===== src/rtl/uart_rx_pkg.sv =====
// Shared definitions for the UART receive path: FSM state encoding and default bit timing.
package uart_rx_pkg;

  localparam int DEFAULT_CLKS_PER_BIT = 434;

  typedef enum logic [2:0] {
    ST_IDLE  = 3'd0,
    ST_START = 3'd1,
    ST_DATA  = 3'd2,
    ST_STOP  = 3'd3,
    ST_BREAK = 3'd4
  } state_t;

endpackage


===== src/rtl/uart_rx_if.sv =====
// CPU-facing polling interface of the UART receiver plus the serial RxD line.
interface uart_rx_if;
  // Handshake: rx_valid is a level that stays high while rx_data holds an unread byte;
  // rx_ack is a single-cycle pulse from the consumer that clears rx_valid, overrun and
  // frame_err in the following cycle unless a new completion sets them in that same cycle.
  logic       rx;
  logic       rx_ack;
  logic [7:0] rx_data;
  logic       rx_valid;
  logic       overrun;
  logic       frame_err;
  logic       busy;

  modport master (
    output rx, rx_ack,
    input  rx_data, rx_valid, overrun, frame_err, busy
  );

  modport slave (
    input  rx, rx_ack,
    output rx_data, rx_valid, overrun, frame_err, busy
  );
endinterface


===== src/rtl/uart_sync2.sv =====
// Two-flop synchronizer for a single asynchronous bit; the reset value is a parameter.
module uart_sync2 #(
  parameter logic RST_VAL = 1'b1
) (
  input  logic clock,
  input  logic rst,
  input  logic d,
  output logic q
);

  logic meta;

  always_ff @(posedge clock) begin
    if (rst) begin
      meta <= RST_VAL;
      q    <= RST_VAL;
    end else begin
      meta <= d;
      q    <= meta;
    end
  end

endmodule


===== src/rtl/uart_rx.sv =====
// 8N1 UART receiver, LSB first, mid-bit sampling, single-byte holding register with sticky flags.
module uart_rx
  import uart_rx_pkg::*;
#(
  parameter int CLKS_PER_BIT = DEFAULT_CLKS_PER_BIT,
  parameter int HALF_BIT     = CLKS_PER_BIT / 2
) (
  input  logic clock,
  input  logic rst,
  uart_rx_if.slave bus,
  output state_t dbg_state
);

  localparam int CNT_W = $clog2(CLKS_PER_BIT);
  localparam logic [CNT_W-1:0] BIT_LAST  = CNT_W'(CLKS_PER_BIT - 1);
  localparam logic [CNT_W-1:0] HALF_LAST = CNT_W'(HALF_BIT - 1);

  logic             rx_s;
  state_t           state, state_n;
  logic [CNT_W-1:0] cnt, cnt_n;
  logic [2:0]       bit_idx, bit_idx_n;
  logic [7:0]       shreg, shreg_n;
  logic [7:0]       rx_data;
  logic             rx_valid, overrun, frame_err;
  logic             done_good, set_fe;

  uart_sync2 #(.RST_VAL(1'b1)) u_sync (
    .clock (clock),
    .rst   (rst),
    .d     (bus.rx),
    .q     (rx_s)
  );

  always_comb begin
    state_n   = state;
    cnt_n     = cnt + CNT_W'(1);
    bit_idx_n = bit_idx;
    shreg_n   = shreg;
    done_good = 1'b0;
    set_fe    = 1'b0;
    case (state)
      ST_IDLE: begin
        cnt_n = '0;
        if (!rx_s) state_n = ST_START;
      end
      ST_START: begin
        // A start bit that is high again at its midpoint was a glitch.
        if (cnt == HALF_LAST) begin
          cnt_n     = '0;
          bit_idx_n = '0;
          state_n   = rx_s ? ST_IDLE : ST_DATA;
        end
      end
      ST_DATA: begin
        if (cnt == BIT_LAST) begin
          cnt_n   = '0;
          shreg_n = {rx_s, shreg[7:1]};
          if (bit_idx == 3'd7) state_n = ST_STOP;
          else                 bit_idx_n = bit_idx + 3'd1;
        end
      end
      ST_STOP: begin
        if (cnt == BIT_LAST) begin
          cnt_n = '0;
          if (rx_s) begin
            done_good = 1'b1;
            state_n   = ST_IDLE;
          end else begin
            set_fe  = 1'b1;
            state_n = ST_BREAK;
          end
        end
      end
      ST_BREAK: begin
        // A line held low must go high before another start bit is accepted.
        cnt_n = '0;
        if (rx_s) state_n = ST_IDLE;
      end
      default: begin
        cnt_n   = '0;
        state_n = ST_IDLE;
      end
    endcase
  end

  always_ff @(posedge clock) begin
    if (rst) begin
      state     <= ST_IDLE;
      cnt       <= '0;
      bit_idx   <= '0;
      shreg     <= '0;
      rx_data   <= '0;
      rx_valid  <= 1'b0;
      overrun   <= 1'b0;
      frame_err <= 1'b0;
    end else begin
      state   <= state_n;
      cnt     <= cnt_n;
      bit_idx <= bit_idx_n;
      shreg   <= shreg_n;
      if (done_good) rx_data <= shreg;
      // Setting a flag takes priority over the acknowledge clearing it.
      rx_valid  <= done_good | (rx_valid & ~bus.rx_ack);
      overrun   <= (done_good & rx_valid & ~bus.rx_ack) | (overrun & ~bus.rx_ack);
      frame_err <= set_fe | (frame_err & ~bus.rx_ack);
    end
  end

  assign bus.rx_data   = rx_data;
  assign bus.rx_valid  = rx_valid;
  assign bus.overrun   = overrun;
  assign bus.frame_err = frame_err;
  assign bus.busy      = (state != ST_IDLE);
  assign dbg_state     = state;

endmodule

===== src/flat_wrapper.sv =====
// flat-port wrapper written by rule: the top's interface ports become plain ports
module uart_rx_flat import uart_rx_pkg::*;
#(
  parameter int CLKS_PER_BIT = DEFAULT_CLKS_PER_BIT,
  parameter int HALF_BIT     = CLKS_PER_BIT / 2
)
  (clock, rst, dbg_state, bus_rx, bus_rx_ack, bus_rx_data, bus_rx_valid, bus_overrun, bus_frame_err, bus_busy);
  uart_rx_if bus_i ();
  input  logic clock;
  input  logic rst;
  output state_t dbg_state;
  input wire logic [$bits(bus_i.rx)-1:0] bus_rx;
  input wire logic [$bits(bus_i.rx_ack)-1:0] bus_rx_ack;
  output wire logic [$bits(bus_i.rx_data)-1:0] bus_rx_data;
  output wire logic [$bits(bus_i.rx_valid)-1:0] bus_rx_valid;
  output wire logic [$bits(bus_i.overrun)-1:0] bus_overrun;
  output wire logic [$bits(bus_i.frame_err)-1:0] bus_frame_err;
  output wire logic [$bits(bus_i.busy)-1:0] bus_busy;
  assign bus_i.rx = bus_rx;
  assign bus_i.rx_ack = bus_rx_ack;
  assign bus_rx_data = bus_i.rx_data;
  assign bus_rx_valid = bus_i.rx_valid;
  assign bus_overrun = bus_i.overrun;
  assign bus_frame_err = bus_i.frame_err;
  assign bus_busy = bus_i.busy;
  uart_rx #(.CLKS_PER_BIT(CLKS_PER_BIT), .HALF_BIT(HALF_BIT)) u_core (.clock(clock), .rst(rst), .bus(bus_i), .dbg_state(dbg_state));
endmodule

===== config.mk =====
export PLATFORM = sky130hd
export DESIGN_NAME = uart_rx_flat
export DESIGN_NICKNAME = d
export VERILOG_FILES = /design/src/rtl/uart_rx_pkg.sv /design/src/rtl/uart_rx_if.sv /design/src/rtl/uart_sync2.sv /design/src/rtl/uart_rx.sv /design/src/flat_wrapper.sv
export SDC_FILE = /design/constraint.sdc
export NUM_CORES = 1
export LEC_CHECK = 0
export ABC_AREA = 1
export CORE_AREA = 5 5 60 62
export DETAILED_ROUTE_END_ITERATION = 7
export DIE_AREA = 0 0 65 67
export MAX_ROUTING_LAYER = met4
export PLACE_DENSITY_LB_ADDON = 0.25
export SYNTH_ARGS = -nofsm -noshare
export SYNTH_HDL_FRONTEND = slang
export SYNTH_SLANG_ARGS = --single-unit

===== constraint.sdc =====
create_clock -name clock -period 2.55 [get_ports clock]
set_clock_uncertainty 0.1 [all_clocks]
set_input_delay 0.255 -clock clock [delete_from_list [all_inputs] [get_ports clock]]
set_output_delay 0.255 -clock clock [all_outputs]
set_load 0.005 [all_outputs]

==> flow_metrics.py, run 1 <==
metrics = {
    "run_status": {
        "outcome": "finished clean",
    },
    "power_and_ir_drop": {
        "worst_ir_drop_vdd_uv": 422,
        "power.leakage_uw": 0.000813,
        "power_per_cell_area_nw_per_um2": 699,
    },
    "drt": {
        "number_of_nets_with_antenna_violations_after_routing": 0,
        "viasPerCell": 5.06,
        "vias_post_dr": 1341,
        "drt-total-wl_mm": 3.03,
        "drt_drc": 0,
        "first_pass_drt_iterations": 4,
        "wirelength_per_cell_um": 11.4,
        "drt_iter0_markers": 41,
    },
    "yosys": {
        "synth-adder-area-share_pct": 3.68,
        "synthesis.area_per_instance_um2": 8.06,
        "yosysWarnings": 0,
        "synth_top_family_by_area": "simple AND/OR/NAND/NOR gates",
        "syn_area_um2": 1700,
        "postSynthRegisterBits": 36,
        "yosys.area.top_type": "dfxtp_1",
        "post_synth_mux_area_share_pct": 0,
        "synth-async-reset-ratio_pct": 0,
        "netlist_instances": 211,
        "synth_top_area_share_pct": 42.4,
        "netlist_top_cells_area": "dfxtp_1 42%, nand2_1 7.5%, inv_1 5.1%, nor2_1 5.1%, a21oi_1 5.0%",
        "post_syn_nets": 220,
        "synth_flop_cell": "dfxtp_1",
        "count_of_flip_flops_with_a_built_in_enable_after_synthesis": 0,
        "synth_compound_area_share_pct": 14.0,
        "yosys.area_share.xor_xnor_pct": 2.57,
        "proportion_of_synthesized_chip_area_in_sequential_cells_pct": 42.4,
        "post_synth_and_or_nand_nor_area_fraction_pct": 28.4,
        "netlist-cell-type-count": 31,
    },
    "cells_and_area": {
        "layout_cell_share_with_drive_strength_beyond_1_pct": 14.2,
        "syn2layout_area_growth_pct": 13.6,
        "finish.net_count": 240,
        "num_antenna_cells": 0,
        "final_design_area_no_fill_um2": 1930,
        "final_standard_cell_utilization_of_the_core_pct": 64.9,
    },
    "critical_path": {
        "data_arrival_time_at_the_worst_slack_endpoint_ns": 1.52,
        "critical_path.max_fanout": 6,
        "worst_ep_required_time_ns": 2.19,
        "worstSetupEndpointType": "primary output",
        "worst_setup_slack_for_register_to_register_paths_ns": 0.88,
        "cp-start-kind": "flop",
        "ff2ff_path_depth": 7,
        "critical_path_type": "reg2out",
    },
    "die": {
        "fp.coreArea_um2": 2980,
        "floorplan.die.height_um": 67,
        "die_width_um": 65,
        "design.die.area_um2": 4360,
        "floorplan.initialDensity_pct": 57.1,
        "floorplan.io_pins": 19,
        "rows": 20,
    },
    "placed_design": {
        "dp_hpwl_mm": 2.22,
        "portBuffers": 18,
        "gp_congestion": 0.820,
        "dpl_cell_area_um2": 1870,
    },
    "grt": {
        "grt_max_degree": 27,
        "grt_remaining_overflow": 0,
        "groute.usage.overall_pct": 16.6,
        "grt_pass1_wl_mm": 5.41,
        "grt_antenna_before_repair": 0,
        "via_count_of_the_first_global_routing_pass": 1268,
    },
    "clocking": {
        "postCtsHoldBufs": 0,
        "tritoncts_clock_tree": "yes",
        "post_cts_buffers": 0,
        "worst_setup_hold_path_clk_slew_ns": 0.10,
        "cts.sink_count": 36,
        "ctsRootBufferMaster": "clkbuf_4",
        "ctsLongestPathBuffers": 2,
        "cts_inserted_buffers": 5,
        "cts_resized": 0,
        "clkLatencyLatePin_ns": 0.34,
        "clock_tree.htree_level_count": 2,
    },
    "job": {
        "maxcap_violations": 0,
    },
    "sta": {
        "slew_at_the_pin_with_the_worst_max_slew_slack_ns": 0.698,
        "report.final.hold_viol_count": 0,
        "final-setup-viol-count": 0,
        "post-route-period-util_pct": 73.4,
        "fmax_ghz": 0.534,
        "final-max-slew-violation-count": 0,
        "rsz0062_at_grt": "no",
        "slew_headroom_pct": 53.4,
        "post-route-min-period_ns": 1.87,
        "fin_tns_setup_ns": 0,
    },
    "min_path": {
        "cell_depth_of_the_worst_min_delay_path": 1,
        "hp-class": "reg2reg",
    },
}
-- layer usage --
layer	global-route usage [%]	vias to the layer above	wire length [µm]
met1	18.9	597	1500
li1	-	715	-
met3	6.41	6	129
met4	4.75	0	40
met5	-	-	0
met2	27.2	23	1360
-- cells by family (layout without fill, tap and decap cells) --
logic type	count (synthesis)	in the layout
AOI/OAI and AO/OA	42	42
DFF	36	36
xor gates and xnor gates	5	5
and+or+nand+nor	92	92
adders and majority gates	5	5
buffers and inverters	31	52
-- path summary, 6_finish.rpt --
kind,start,to
worst min register to register,u_core.u_sync.meta$_SDFF_PP1_,u_core.u_sync.q$_SDFF_PP1_
worst max-delay path,u_core.dbg_state[0]$_SDFFE_PP0P_,bus_busy
worst min-delay path,u_core.u_sync.meta$_SDFF_PP1_,u_core.u_sync.q$_SDFF_PP1_
worst max register to register,u_core.cnt[0]$_SDFF_PP0_,u_core.bus.rx_data[5]$_SDFFE_PP0P_
-- worst max-delay path, cell delays in order (launching register included) --
cell	delay [ns]
dfxtp_1	0.48
nor2_1	0.14
nand2_1	0.07
clkdlybuf4s50_1	0.49
-- power by group --
group	internal (µW)	switching (µW)	total, µW	leakage, µW
clock	135	191	326	0.0000315
combinational	161	225	386	0.000491
sequential	599	40.7	640	0.000291
total	895	456	1350	0.000813
-- Yosys cell counts (3+ instances only) --
library cell,n
xor2_1,4
o21ai_2,4
inv_1,23
o21ai_0,17
nor3_1,3
nor2_1,23
nand2_1,34
ha_1,5
nand3_1,12
nand2_4,4
a21oi_1,17
dfxtp_1,36
a21oi_2,3
-- layout by cell type (no fill, tap or decap), types with 2 or more instances in the layout --
master | synthesis | layout
a21oi_2 | 3 | 3
nand4_1 | 2 | 2
nand2_2 | 2 | 2
nor3_1 | 3 | 3
clkdlybuf4s50_1 | 0 | 18
o21ai_0 | 17 | 17
a21oi_1 | 17 | 17
inv_2 | 2 | 2
nand2_1 | 34 | 34
xor2_1 | 4 | 4
nand3_1 | 12 | 12
nand2_4 | 4 | 4
nor2_4 | 2 | 2
nor3_2 | 2 | 2
inv_1 | 23 | 23
clkbuf_4 | 0 | 5
o21ai_2 | 4 | 4
nor2_1 | 23 | 23
ha_1 | 5 | 5
dfxtp_1 | 36 | 36
or2_2 | 2 | 2
nor2_8 | 2 | 2
-- area by class of cell --
cell class	instances	area (µm²)
Fill cell	274	1040
Multi-Input combinational cell	144	828
Sequential cell	36	721
Timing Repair Buffer	18	180
Inverter	26	100
Clock buffer	7	55.1
Tap cell	33	41.3
Clock inverter	1	7.51
-- per-stage QoR --
step	worst slack (ns)	power, µW	cells	hold WS, ns
2_1_floorplan	1.09	948	211	0.259
3_5_place_dp	0.719	1040	257	0.299
6_report	0.678	1350	265	0.320
5_1_grt	0.572	1460	265	0.364
4_1_cts	0.650	1370	265	0.324
3_3_place_gp	0.750	1040	257	0.302
-- registers in the layout, indices dropped and copies added (netlist names) --
name	cells
u_core.bus.frame_err	1
u_core.dbg_state	3
u_core.shreg	8
u_core.u_sync.meta	1
u_core.cnt	9
u_core.bus.rx_data	8
u_core.bus.rx_valid	1
u_core.bus.overrun	1
u_core.u_sync.q	1
u_core.bit_idx	3
No activity file was read; power rests on OpenSTA's default activity.
==> run 2: changes to the inputs <==
CORE_AREA = 5 5 65 67   (was 5 5 60 62)
DIE_AREA = 0 0 70 72   (was 0 0 65 67)
clock period = 1.7 ns   (was 2.55 ns; I/O delays follow)
==> run 2 against run 1 <==
Total power up 52%. Die area up 16%. Register-to-register slack worse by 0.84 ns. Global-route usage down 2.7 points. Via count up 5.3%. Sequential cell count unchanged. Clock-buffer cell count down 1. Largest power group unchanged. Largest cell class unchanged. First-iteration DRC count up 44%. Worst hold slack worse by 0.031 ns. Clock power up 30%. Sequential share of layout area down 2.6 points. Combinational power up 67%.
==> flow_metrics.py, run 2 (synthesis results as in run 1) <==
metrics = {
    "job": {
        "maxcap_violations": 0,
    },
    "sta": {
        "slew_at_the_pin_with_the_worst_max_slew_slack_ns": 0.380,
        "slew_headroom_pct": 74.4,
        "post-route-period-util_pct": 97.9,
        "report.final.hold_viol_count": 0,
        "final-max-slew-violation-count": 0,
        "fmax_ghz": 0.601,
        "final-setup-viol-count": 0,
        "post-route-min-period_ns": 1.66,
    },
    "grt": {
        "groute.usage.overall_pct": 13.9,
        "grt_pass1_wl_mm": 5.55,
        "grt_antenna_before_repair": 0,
        "grt_remaining_overflow": 0,
        "via_count_of_the_first_global_routing_pass": 1289,
        "grt_max_degree": 27,
    },
    "power_and_ir_drop": {
        "p_clk_share_pct": 20.6,
        "total_power_uw": 2050,
        "worst_ir_drop_vdd_uv": 532,
        "switching_power_uw": 717,
        "power.sequential.fraction_pct": 48.0,
        "combinationalPowerShare_pct": 31.4,
        "power_per_cell_area_nw_per_um2": 970,
        "switching_share_pct": 35.0,
        "power.internal_uw": 1330,
        "power.leakage_uw": 0.000872,
    },
    "clocking": {
        "postCtsHoldBufs": 0,
        "clkLatencyLatePin_ns": 0.33,
        "cts_inserted_buffers": 5,
        "tritoncts_clock_tree": "yes",
        "ctsLongestPathBuffers": 2,
        "clock_tree.htree_level_count": 2,
        "worst_setup_hold_path_clk_slew_ns": 0.11,
        "ctsRootBufferMaster": "clkbuf_4",
        "cts.sink_count": 36,
    },
    "die": {
        "floorplan.io_pins": 19,
        "design.die.area_um2": 5040,
        "floorplan.initialDensity_pct": 47.6,
        "floorplan.die.height_um": 72,
        "rows": 22,
        "fp.coreArea_um2": 3580,
        "die_width_um": 70,
    },
    "placed_design": {
        "gp_congestion": 0.843,
        "dp_hpwl_mm": 2.29,
        "portBuffers": 18,
    },
    "drt": {
        "viasPerCell": 4.89,
        "vias_post_dr": 1412,
        "first_pass_drt_iterations": 4,
        "number_of_nets_with_antenna_violations_after_routing": 0,
        "drt_iter0_markers": 59,
        "drt-total-wl_mm": 3.52,
        "wirelength_per_cell_um": 12.2,
        "drt_drc": 0,
    },
    "critical_path": {
        "timing.critical_path.buf_inv": 2,
        "critical_path_type": "reg2reg",
        "timing.critical_path.slowest_stage_cell": "dfxtp_2",
        "data_arrival_time_at_the_worst_slack_endpoint_ns": 1.83,
        "critical_path.max_fanout": 5,
        "worst_ep_required_time_ns": 1.87,
        "cp-start-kind": "flop",
        "worstSetupEndpointType": "flop",
        "timing.critical_path.cells": "inv_2 > ha_4 > nand2_2 > nor3_4 > nand2_4 > nor2_8 > clkbuf_16 > o21ai_0 > a21oi_1",
        "slowest_delay_ns": 0.34,
        "path_delay_family": "simple AND/OR/NAND/NOR gates",
    },
    "cells_and_area": {
        "layout_cell_share_with_drive_strength_beyond_1_pct": 21.6,
        "finish.net_count": 250,
        "regMostFlops": "u_core.cnt",
        "num_antenna_cells": 0,
        "syn2layout_area_growth_pct": 24.3,
        "layout.cells.most_common": "nand2_1",
        "final_standard_cell_utilization_of_the_core_pct": 59.1,
        "top_regs": "u_core.cnt x9, u_core.bus.rx_data x8, u_core.shreg x8",
        "top_library_cells_by_usage_in_the_layout_fill_and_taps_aside": "34 x nand2_1, 31 x dfxtp_1, 22 x inv_1, 22 x nor2_1, 18 x clkdlybuf4s50_1",
        "fillerInstances": 333,
        "largest_register_ff_count": 9,
    },
    "min_path": {
        "hp-class": "in2reg",
    },
    "run_status": {
        "outcome": "finished clean",
    },
}
==> run 2: changes by cell type in the layout (fill, tap and decap cells not counted), moves of 3 or more <==
cell / delta
dfxtp_4: +3
dfxtp_1: -5
buf_12: +3
buf_4: +3
==> run 2: per-stage QoR <==
| stage | worst slack (ns) | hold WS [ns] | area (µm²) | TNS (ns) | instances |
|---|---|---|---|---|---|
| 2_1_floorplan | 0.240 | 0.174 | 1700 | 0 | 211 |
| 3_3_place_gp | 0.143 | 0.312 | 1910 | 0 | 273 |
| 3_5_place_dp | 0.0855 | 0.307 | 1910 | 0 | 273 |
| 4_1_cts | 0.0134 | 0.280 | 1970 | 0 | 280 |
| 5_1_grt | -0.0329 | 0.285 | 2120 | -0.208 | 289 |
| 6_report | 0.0356 | 0.288 | 2120 | 0 | 289 |
==> run 2: timing repair <==
action,in CTS,in global routing
pin swaps,0,5
gates cloned,0,3
setup buffers,0,7
endpoints found under the setup margin,1,28
gates resized for setup,5,14
==> run 2: final timing paths <==
| kind | start | endpoint | slack, ns | cells past startpoint |
|---|---|---|---|---|
| worst max-delay path | u_core.cnt[1]$_SDFF_PP0_ | u_core.bus.rx_data[1]$_SDFFE_PP0P_ | 0.04 | 9 |
| worst min-delay path | bus_rx | u_core.u_sync.meta$_SDFF_PP1_ | 0.29 | 2 |
| worst max register to register | u_core.cnt[1]$_SDFF_PP0_ | u_core.bus.rx_data[1]$_SDFFE_PP0P_ | 0.04 | 9 |
| worst min register to register | u_core.u_sync.meta$_SDFF_PP1_ | u_core.u_sync.q$_SDFF_PP1_ | 0.33 | 1 |
==> run 2: cell type report <==
| class | count | area [µm²] | area share (%) |
|---|---|---|---|
| inverters | 26 | 100 | 4.73 |
| multi-input cells | 146 | 880 | 41.6 |
| flip-flops and latches | 36 | 734 | 34.7 |
| clock buffers | 6 | 41.3 | 1.95 |
| well taps | 48 | 60.1 | 2.84 |
| repair buffers | 26 | 295 | 14.0 |
| clock inverters | 1 | 5.00 | 0.237 |
==> run 2: layer usage <==
metal | track usage (%) | vias up | share of wire [%]
met5 | - | - | 0
met4 | 4.47 | 0 | 0.88
met3 | 3.74 | 4 | 3.0
met2 | 22.8 | 27 | 51
met1 | 16.8 | 643 | 45
li1 | - | 738 | -
==> run 2: power groups by stage <==
stage | logic, µW | registers, µW | clock network, µW
2_1_floorplan | 450 | 972 | 0
4_1_cts | 595 | 979 | 446
6_report | 643 | 985 | 423
5_1_grt | 730 | 994 | 481
3_3_place_gp | 577 | 981 | 0
3_5_place_dp | 582 | 982 | 0
==> edit 1, RTL diff (settings of run 2) <==
Set the package constant `DEFAULT_CLKS_PER_BIT` to 217 (it was 434).
--- a/src/rtl/uart_rx_pkg.sv
+++ b/src/rtl/uart_rx_pkg.sv
@@ -1,7 +1,7 @@
 // Shared definitions for the UART receive path: FSM state encoding and default bit timing.
 package uart_rx_pkg;
 
-  localparam int DEFAULT_CLKS_PER_BIT = 434;
+  localparam int DEFAULT_CLKS_PER_BIT = 217;
 
   typedef enum logic [2:0] {
     ST_IDLE  = 3'd0,
Formal check against the unedited RTL: same outputs for any inputs over 10 cycles, from zero or initial values and one cycle with rst high; that may be too few to reach the edited logic, so the function may still have changed.
==> edit 1 against run 2 <==
- largest cell class unchanged
- critical endpoint is now u_core.bus.rx_data[0]
- synthesized area is 9.3% lower
- worst setup slack better by 76 ps
- final area is 8.7% lower
- power is 11% lower
- count of clock-buffer cells in the layout stayed put
- global-route usage is 1.7 points lower
- non-clock buffer count is 1 higher
- combinational power is 29% lower
- wire length is 19% lower
- sequential cell count is 1 lower
- cell count is 6.2% lower
==> edit 1: results (changes against run 2) <==
Syn Nets - 200 (-9.1%)
reg2reg path depth - 10 (+1)
hpwl dp - 1.985 mm (-13%)
Synth top cells by count - dfxtp_1 (35), inv_1 (29), a21oi_1 (22)
GR Util All Layers - 12.20% (-1.7 points)
CTS Buffer Depth - 2 (unchanged)
# placed instances - 258 (-5.5%)
htree depth - 2 (unchanged)
CP max-delay cell - dfxtp_2
layout cells sized above 1 - 21.08% (-0.50 points)
LEAKAGE - 0.0007586 uW (-13%)
status - completed
vias in the first global route - 1125 (-13%)
initial antenna violation count - 0 (unchanged)
Routed WL per cell - 10.48 um (-14%)
DRT iter0 DRCs - 109 (+85%)
largest registers - u_core.bus.rx_data (8), u_core.cnt (8), u_core.shreg (8)
compound-cell area share of the yosys netlist - 14.92% (+0.88 points)
max_slew headroom - 71.17% (-3.3 points)
Non-Filler Instances - 271 (-6.2%)
Post-Place Setup Slack - 94.67 ps (+9.210 ps)
Switching Fraction - 31.89% (-3.1 points)
post-synthesis adder-cell area fraction - 3.244% (-0.43 points)
Vias - 1276 (-9.6%)
Ant. Diodes - 0 (unchanged)
XOR/XNOR Fraction of Synth Area - 2.271% (-0.30 points)
largest net degree at the start of global routing - 19 (-30%)
Placer Congestion - 0.7834 (-7.0%)
VDD IR max - 666.8 uV (+25%)
post-synthesis sequential area ratio - 45.42% (+3.1 points)
clk root buf - clkbuf_4
first-pass GRT wire length - 4.830 mm (-13%)
synth unique cells - 30 (-3.2%)
top post-synthesis cells by area - dfxtp_1 (45%), a21oi_1 (7.1%), inv_1 (7.1%), nand2_1 (5.1%), o21ai_0 (4.9%)
Post-Syn Area per Cell - 8.035 um^2 (-0.37%)
Final nets - 231 (-7.6%)
Arrival @ worst endpoint - 1760 ps (-70 ps)
Placed Instance Area - 1790 um^2 (-6.2%)
==> edit 1: cell types whose count changed in the layout (fill, tap and decap cells not counted), moves of 4 or more <==
cell     delta
a21oi_1     +6
a21oi_2     -4
inv_1       +5
nand2_1    -13
nand3_1     -4
nor2_1      -5
o21ai_2     -4
==> edit 1: power groups by stage <==
stage          registers (uW)  logic [uW]  clock network, uW
2_1_floorplan             900         313                  0
3_3_place_gp              906         449                  0
3_5_place_dp              906         448                  0
4_1_cts                   895         457                471
5_1_grt                   917         516                517
6_report                  912         459                455
==> edit 1: repair_timing <==
item                       4_1_cts  5_1_grt
setup endpoints to repair        1        9
buffers inserted                 0        6
pin swaps                        0        3
resized for setup                4       14
==> edit 1: cell type report <==
cell class                 count  area (um^2)
multi-input combinational    122        719.4
tap                           48        60.06
clock buffer                   6        51.30
fill                         353         1647
clock inverter                 1        5.005
sequential                    35        714.4
timing repair buffer          27        261.5
inverter                      32        120.1
==> edit 1: worst paths after layout <==
| check | startpoint | to | slack, ps |
|---|---|---|---|
| worst max-delay path | u_core.cnt[0] | u_core.bus.rx_data[0] | 110 |
| worst min-delay path | bus_rx | u_core.u_sync.meta | 300 |
| worst max register to register | u_core.cnt[0] | u_core.bus.rx_data[0] | 110 |
| worst min register to register | u_core.u_sync.meta | u_core.u_sync.q | 320 |
==> edit 1: routing by layer <==
| layer | GRT usage (%) | vias to the layer above | part of all wire [%] | wire (um) |
|---|---|---|---|---|
| met2 | 16.68 | 21 | 43 | 1231 |
| met1 | 16.33 | 561 | 50 | 1434 |
| li1 | - | 688 | - | - |
| met5 | - | - | 0 | 0 |
| met3 | 4.571 | 6 | 4.5 | 127 |
| met4 | 4.468 | 0 | 1.7 | 48 |
==> edit 2, RTL diff (flow settings as in run 2) <==
Made on the original files. Reset style: asynchronous (`rst`), changed in 2 clocked blocks.
--- a/src/rtl/uart_sync2.sv
+++ b/src/rtl/uart_sync2.sv
@@ -10,7 +10,7 @@
 
   logic meta;
 
-  always_ff @(posedge clock) begin
+  always_ff @(posedge clock or posedge rst) begin
     if (rst) begin
       meta <= RST_VAL;
       q    <= RST_VAL;
--- a/src/rtl/uart_rx.sv
+++ b/src/rtl/uart_rx.sv
@@ -83,7 +83,7 @@
     endcase
   end
 
-  always_ff @(posedge clock) begin
+  always_ff @(posedge clock or posedge rst) begin
     if (rst) begin
       state     <= ST_IDLE;
       cnt       <= '0;
Formal check against the unedited RTL: differs if rst is asserted again (counterexample within 4 cycles, from zero or initial values and one cycle with rst high); with rst held inactive, the same outputs for 10 cycles.
==> edit 2 against run 2 <==
- wire length is 8.5% lower
- worst setup slack better by 68 ps
- synthesized area is 3.7% higher
- hold slack worse by 220 ps
- final area is 0.18% higher
- sequential cell count stayed put
- synthesized cell count is 3.8% lower
- critical endpoint is now u_core.shreg[6]
Power is not compared: it rests on default switching activity, and its combinational part moved more than twofold at a synthesized area within 25%.
==> edit 2: results (changes against run 2) <==
Synth top cells by count - nand2_1 (52), dfrtp_1 (34), inv_1 (30)
XOR/XNOR Fraction of Synth Area - 1.984% (-0.59 points)
vias in the first global route - 1244 (-3.5%)
status - completed
compound-cell area share of the yosys netlist - 7.938% (-6.1 points)
RR Startpoint - u_core.cnt[1]
synth unique cells - 25 (-19%)
post-synthesis async set-or-reset flop share - 100.0% (+100 points)
post-synthesis sequential area ratio - 51.17% (+8.8 points)
Final nets - 241 (-3.6%)
fillers - 323 (-3.0%)
largest net degree at the start of global routing - 37 (+37%)
Placer Congestion - 0.8536 (+1.3%)
# placed instances - 268 (-1.8%)
M1 GR Usage - 18.19% (+1.4 points)
hpwl dp - 2.262 mm (-1.1%)
CP max FO - 16 (+11)
layout cells sized above 1 - 15.88% (-5.7 points)
reg2reg path depth - 8 (-1)
GR Util All Layers - 14.18% (+0.27 points)
Syn Nets - 212 (-3.6%)
max_slew headroom - 80.69% (+6.2 points)
Worst Hold Class - in2async
Vias - 1328 (-5.9%)
Non-Filler Instances - 281 (-2.8%)
first-pass GRT wire length - 5.395 mm (-2.7%)
top post-synthesis cells by area - dfrtp_1 (48%), nand2_1 (11%), inv_1 (6.4%), nor2_1 (4.7%), nand3_1 (4.0%)
Arrival @ worst endpoint - 1730 ps (-100 ps)
Placed Instance Area - 2003 um^2 (+4.9%)
GR Util met2 - 20.99% (-1.8 points)
DRT iter0 DRCs - 106 (+80%)
## edit 2: final timing paths
path	end	slack, ps
hold / removal	u_core.cnt[5]	70
setup / recovery	u_core.shreg[6]	100
hold reg to reg	u_core.u_sync.q	260
max in group asynchronous	u_core.u_sync.meta	1180
min in group clock	u_core.u_sync.meta	130
setup reg to reg	u_core.shreg[6]	100
## edit 2: final cells by class
type                    instances  area share (%)
clock buffers                   6           2.420
inverters                      32           5.667
flip-flops and latches         36           42.62
multi-input cells             134           35.18
repair buffers                 23           10.80
clock inverters                 2          0.4723
well taps                      48           2.834
## edit 2: report_power, final
part           internal, uW  switching (uW)  total, uW
combinational          11.7            20.0       31.7
sequential              860            3.28        864
clock                   197             285        482
total                  1070             308       1380
## edit 2: cells by family after synthesis
| family | count (synthesis) |
|---|---|
| AOI/OAI and AO/OA | 22 |
| xor gates and xnor gates | 4 |
| adders and majority gates | 5 |
| buffers and inverters | 34 |
| DFF | 36 |
| and+or+nand+nor | 102 |
## edit 2: metrics by stage
step / worst slack, ps / utilization [%]
2_1_floorplan: 192.1 / -
3_3_place_gp: 120.2 / 55.98
3_5_place_dp: 57.06 / 55.98
4_1_cts: 58.11 / 58.08
5_1_grt: -0.4992 / 59.23
6_report: 103.9 / 59.23
## edit 2: layer usage
metal / up-vias / part of all wire (%)
met1: 611 / 50
met5: - / 0
met2: 21 / 44
li1: 691 / -
met4: 0 / 1.7
met3: 5 / 4.3
## edit 2: worst max-delay path: stages, from the launching register on
cell and delay (ps):
dfrtp_1 410, inv_1 120, ha_4 150, nand4_4 120, nor2_8 190, buf_4 140, nand2_4 100, nand2_1 90
o21ai_1 60
## edit 2: what timing repair did
| action | in CTS | in global routing |
|---|---|---|
| pin swaps | 1 | 2 |
| setup endpoints to repair | 1 | 10 |
| gates resized for setup | 1 | 3 |
| cloned | 0 | 1 |
| buffers inserted | 2 | 2 |
